$ cat src/rtl/irq_pkg.sv
// Shared constants for the interrupt controller: register addresses, ID word
// layout and CPU interrupt line width.
package irq_pkg;

  localparam int unsigned ADDR_W       = 2;
  localparam int unsigned DATA_W       = 32;
  localparam int unsigned HWINT_W      = 6;
  localparam int unsigned ID_VALID_BIT = 31;
  localparam int unsigned ID_IDX_W     = 3;

  typedef enum logic [ADDR_W-1:0] {
    REG_PEND = 2'd0,
    REG_MASK = 2'd1,
    REG_MODE = 2'd2,
    REG_ID   = 2'd3
  } reg_addr_e;

  // Build the ID word: valid flag on top, source index in the low bits.
  function automatic logic [DATA_W-1:0] id_word(input logic valid,
                                                input logic [ID_IDX_W-1:0] idx);
    id_word = '0;
    if (valid) begin
      id_word[ID_VALID_BIT]  = 1'b1;
      id_word[ID_IDX_W-1:0] = idx;
    end
  endfunction

endpackage

$ cat src/rtl/irq_prio_enc.sv
// Lowest-index-wins priority encoder over the active interrupt vector.
module irq_prio_enc
  import irq_pkg::*;
#(
  parameter int unsigned N = 6
) (
  input  logic [N-1:0]          req_i,
  output logic                  valid_o,
  output logic [ID_IDX_W-1:0]   idx_o
);

  // Scan from the top down so the lowest set index is the last one kept.
  always_comb begin
    valid_o = 1'b0;
    idx_o   = '0;
    for (int i = int'(N) - 1; i >= 0; i--) begin
      if (req_i[i]) begin
        valid_o = 1'b1;
        idx_o   = ID_IDX_W'(i);
      end
    end
  end

endmodule

$ cat src/rtl/irq_controller.sv
// Interrupt controller: pending/mask/mode registers behind a 4-word window,
// masked CPU interrupt lines and a highest-priority ID register.
// Optional edge detection is compiled in with IRQ_EDGE_DETECT_EN; without it
// every source is level-mode, MODE reads 0 and PEND ignores writes.
module irq_controller
  import irq_pkg::*;
#(
  parameter int unsigned N_SRC = 6
) (
  input  logic                clk,
  input  logic                reset,
  input  logic [ADDR_W-1:0]   addr,
  input  logic                we,
  input  logic [DATA_W-1:0]   WD,
  output logic [DATA_W-1:0]   RD,
  input  logic [N_SRC-1:0]    irq_in,
  output logic [HWINT_W-1:0]  HWInt
);

  logic [N_SRC-1:0]    pend_q, pend_d;
  logic [N_SRC-1:0]    mask_q, mask_d;
  logic [N_SRC-1:0]    active;
  logic                id_valid;
  logic [ID_IDX_W-1:0] id_idx;
  logic                wr_mask;
  logic [N_SRC-1:0]    wd_src;
  logic                unused_wd;

  assign wd_src    = WD[N_SRC-1:0];
  assign wr_mask   = we && (addr == REG_MASK);
  assign unused_wd = ^{1'b0, WD};

`ifdef IRQ_EDGE_DETECT_EN
  logic [N_SRC-1:0] mode_q, mode_d;
  logic [N_SRC-1:0] prev_q;
  logic [N_SRC-1:0] rise;
  logic [N_SRC-1:0] clr;

  assign rise = irq_in & ~prev_q;
  assign clr  = (we && (addr == REG_PEND)) ? wd_src : '0;

  // Edge sources: a rising edge sets (and beats a same-cycle clear); level sources follow irq_in.
  always_comb begin
    mode_d = mode_q;
    if (we && (addr == REG_MODE)) begin
      mode_d = wd_src;
    end
    pend_d = (mode_q & (rise | (pend_q & ~clr))) | (~mode_q & irq_in);
  end

  // Mode and previous-sample registers.
  always_ff @(posedge clk or posedge reset) begin
    if (reset) begin
      mode_q <= '0;
      prev_q <= '0;
    end else begin
      mode_q <= mode_d;
      prev_q <= irq_in;
    end
  end
`else
  // All sources are level-mode: PEND simply samples irq_in.
  always_comb begin
    pend_d = irq_in;
  end
`endif

  // Mask register write.
  always_comb begin
    mask_d = mask_q;
    if (wr_mask) begin
      mask_d = wd_src;
    end
  end

  // Pending and mask registers.
  always_ff @(posedge clk or posedge reset) begin
    if (reset) begin
      pend_q <= '0;
      mask_q <= '0;
    end else begin
      pend_q <= pend_d;
      mask_q <= mask_d;
    end
  end

  assign active = pend_q & mask_q;
  assign HWInt  = HWINT_W'(active);

  irq_prio_enc #(
    .N (N_SRC)
  ) u_prio_enc (
    .req_i   (active),
    .valid_o (id_valid),
    .idx_o   (id_idx)
  );

  // Combinational read mux over the register window.
  always_comb begin
    RD = '0;
    case (reg_addr_e'(addr))
      REG_PEND: RD = DATA_W'(pend_q);
      REG_MASK: RD = DATA_W'(mask_q);
`ifdef IRQ_EDGE_DETECT_EN
      REG_MODE: RD = DATA_W'(mode_q);
`else
      REG_MODE: RD = '0;
`endif
      REG_ID:   RD = id_word(id_valid, id_idx);
      default:  RD = '0;
    endcase
  end

endmodule
$ cat config.mk
export PLATFORM = sky130hd
export DESIGN_NAME = irq_controller
export DESIGN_NICKNAME = d
export VERILOG_FILES = /design/src/rtl/irq_pkg.sv /design/src/rtl/irq_prio_enc.sv /design/src/rtl/irq_controller.sv
export SDC_FILE = /design/constraint.sdc
export NUM_CORES = 1
export LEC_CHECK = 0
export CORE_MARGIN = 3
export CORE_UTILIZATION = 29
export DETAILED_ROUTE_END_ITERATION = 6
export PLACE_DENSITY = 0.84
export SYNTH_ARGS = -nofsm -noshare
export SYNTH_HDL_FRONTEND = slang
export SYNTH_HIERARCHICAL = 1
export SYNTH_SLANG_ARGS = --single-unit
export TNS_END_PERCENT = 5
$ cat constraint.sdc
create_clock -name clk -period 1.85 [get_ports clk]
set_input_delay 0.37 -clock clk [delete_from_list [all_inputs] [get_ports clk]]
set_output_delay 0.37 -clock clk [all_outputs]
set_load 0.05 [all_outputs]
==> results.ini <==
[logic_synthesis]
synthAdderAreaFrac = 0
avgSynthCellArea_um2 = 9.96
synthTopCellsByArea = dfrtp_1 37%, buf_4 23%, mux2_2 8.4%
synth_edf_count = 0
ys_seq_area_frac = 0.372
yosysMostFrequentCell = buf_4
synth_warnings = 6
synth_compound_area_frac = 0.0341
synth_area_um2 = 807
netlist_instances = 81
ys_types = 19
async_flop_share = 1.00
synth_top_family_by_area = buffers and inverters
synth_xor_area_frac = 0
synth_common_cells = 25 x buf_4, 12 x dfrtp_1
synth_flop_cell = dfrtp_1
synth_seq_cells = 12
netlist.area_leader.share = 0.372
synth_simple_gate_area_frac = 0.169
muxShareOfSynthArea = 0.158
synth_top_cell_by_area = dfrtp_1

[timing]
post-route-period-util = 1.14
grt_setup_unrepaired = yes
clock.fmax_mhz = 475
finalSetupViolations = 4
fin_ws_ps = -254
fin_setup_tns_ps = -818
skew_ps = 0
report.final.hold_viol_count = 0
slew_violations = 0
fin_crit_ps = 2100

[worst_setup_path]
crit_path_start_kind = flip-flop
cp.arrival_ps = 1730
cpPeakStageDelay_ps = 380
cpMaxStageDelayCell = dfrtp_1
worstSetupEndpointType = primary output
path_cells = and2_4 > nor4_4 > nor2b_4 > nand2_2 > o22ai_4 > buf_12
crit_fanout = 5
critPathKind = reg2out
required_ps = 1480

[detailed_routing]
antenna_left = 0
drc = 0
drt_iter0_markers = 7
via_per_inst = 4.29
wirelength_um = 1750
first_pass_iters = 2
wl_per_cell_um = 11.6
num_vias = 644

[global_routing]
grt_max_degree = 13
grt_pass1_wl_um = 2420
first_global_vias = 592
grt_overflow_total = 0
grtUsageTotal = 0.0978
antenna_found_initial = 0

[layout]
fin_cells = 150
final_nets = 164
antenna_cells = 0
drive_gt1_frac = 0.433
finalInstanceArea_um2 = 1270
area_growth_pct = 57.7

[floorplan]
die_y_um = 58.8
die_area_um2 = 3450
rows = 18
start_util = 0.314
coreArea_um2 = 2570
ios = 81
die_w_um = 58.8

[placed_design]
place.gp.congestion = 0.738
place_area_um2 = 1150
port_buffers = 29
dp_hpwl_um = 1360
dp_cells = 140

[pwr]
p_switching_w = 0.000465
p_int_w = 0.000640
ir_drop_mv = 0.668
p_sw_frac = 0.421
combPwrFrac = 0.535
p_clk_frac = 0.179
pwr-share-seq = 0.286
leakagePower_nw = 0.599
power.density_nw_per_um2 = 869

[clocking]
numCtsBuffers = 3
cts_tree = yes
clock_latency_ps = 270
clkTransAtPathRegs_ps = 70
ctsLongestPathBuffers = 2
cts_num_sinks = 12
htreeDepth = 1
cts_root_buf = clkbuf_4

[status]
status = finished, violations left
violations = setup timing

[min_path]
hold_path.class = in2async

[job]
drv_cap = 0

## power by group through the flow
stage | sequential, W | clock, W | combinational (W)
global placement | 0.000317 | 0 | 0.000527
floorplan | 0.000313 | 0 | 0.000419
finish | 0.000316 | 0.000198 | 0.000591
CTS | 0.000314 | 0.000206 | 0.000562
detailed placement | 0.000320 | 0 | 0.000535
global route | 0.000318 | 0.000223 | 0.000617
## layout make-up
| class | instances | area, um^2 |
|---|---|---|
| clock buffers | 4 | 36.3 |
| fillers | 224 | 1290 |
| inverters | 2 | 7.51 |
| multi-input cells | 64 | 478 |
| flip-flops and latches | 12 | 300 |
| well taps | 30 | 37.5 |
| repair buffers | 38 | 413 |
## worst paths after layout
path / startpoint / to / slack, ps / cells past startpoint
min reg2reg: mask_q[3] / mask_q[3] / 540 / 1
min: reset / pend_q[5] / 390 / 2
max: pend_q[1] / RD[2] / -250 / 6
min in group clk: irq_in[5] / pend_q[5] / 530 / 1
max in group asynchronous: reset / mask_q[1] / 1170 / 2
max reg2reg: mask_q[0] / mask_q[0] / 940 / 2
## worst max-delay path, delay by kind of cell, from the launching register on
kind	cells	cell delay [ps]
simple gates	4	730
buf+inv	1	160
flops	1	380
compound gates	1	200
## state kept, by name, indices dropped and copies added, names as in the netlist
register	flops
mask_q	6
pend_q	6
## logic make-up after synthesis
logic type	count (synthesis)
other cells	1
simple gates	23
buf+inv	29
flops	12
mux	12
compound gates	4
## per-layer routing
layer	part of all wire	wire length [um]	up-vias	global-route usage
met5	0	0	-	0
met4	0.029	51	0	0.0712
met3	0.12	215	5	0.0373
met2	0.56	976	51	0.185
met1	0.29	502	292	0.0802
li1	-	-	296	-
## cell usage in the layout (no fill, tap or decap), types with 2 or more instances in the layout
cell | synthesis | final
and2_2 | 0 | 2
and2_4 | 0 | 4
buf_12 | 0 | 7
buf_4 | 25 | 15
clkbuf_4 | 0 | 3
clkdlybuf4s50_1 | 0 | 15
conb_1 | 1 | 25
dfrtp_1 | 12 | 12
inv_1 | 2 | 2
mux2_2 | 6 | 6
mux2i_1 | 6 | 5
nand2_1 | 5 | 3
nand2_2 | 0 | 2
nor2_1 | 6 | 3
nor2_2 | 0 | 3
o22ai_4 | 0 | 3
## stage by stage
stage	hold slack (ps)	util	power [W]	setup slack [ps]
final	392	0.496	0.00111	-254
after global routing	423	0.496	0.00116	-333
after CTS	395	0.477	0.00108	-237
after detailed placement	514	0.448	0.000855	-236
after global placement	505	0.448	0.000844	-178
after floorplan	235	-	0.000732	-38.9
## timing repair
action	4_1_cts	5_1_grt
endpoints found under the hold margin	0	0
setup endpoints to repair	7	7
hold buffers	0	0
pin swaps	3	2
setup buffers	2	4
resized for setup	6	7
Note: power is estimated with default switching activity, not from simulation.
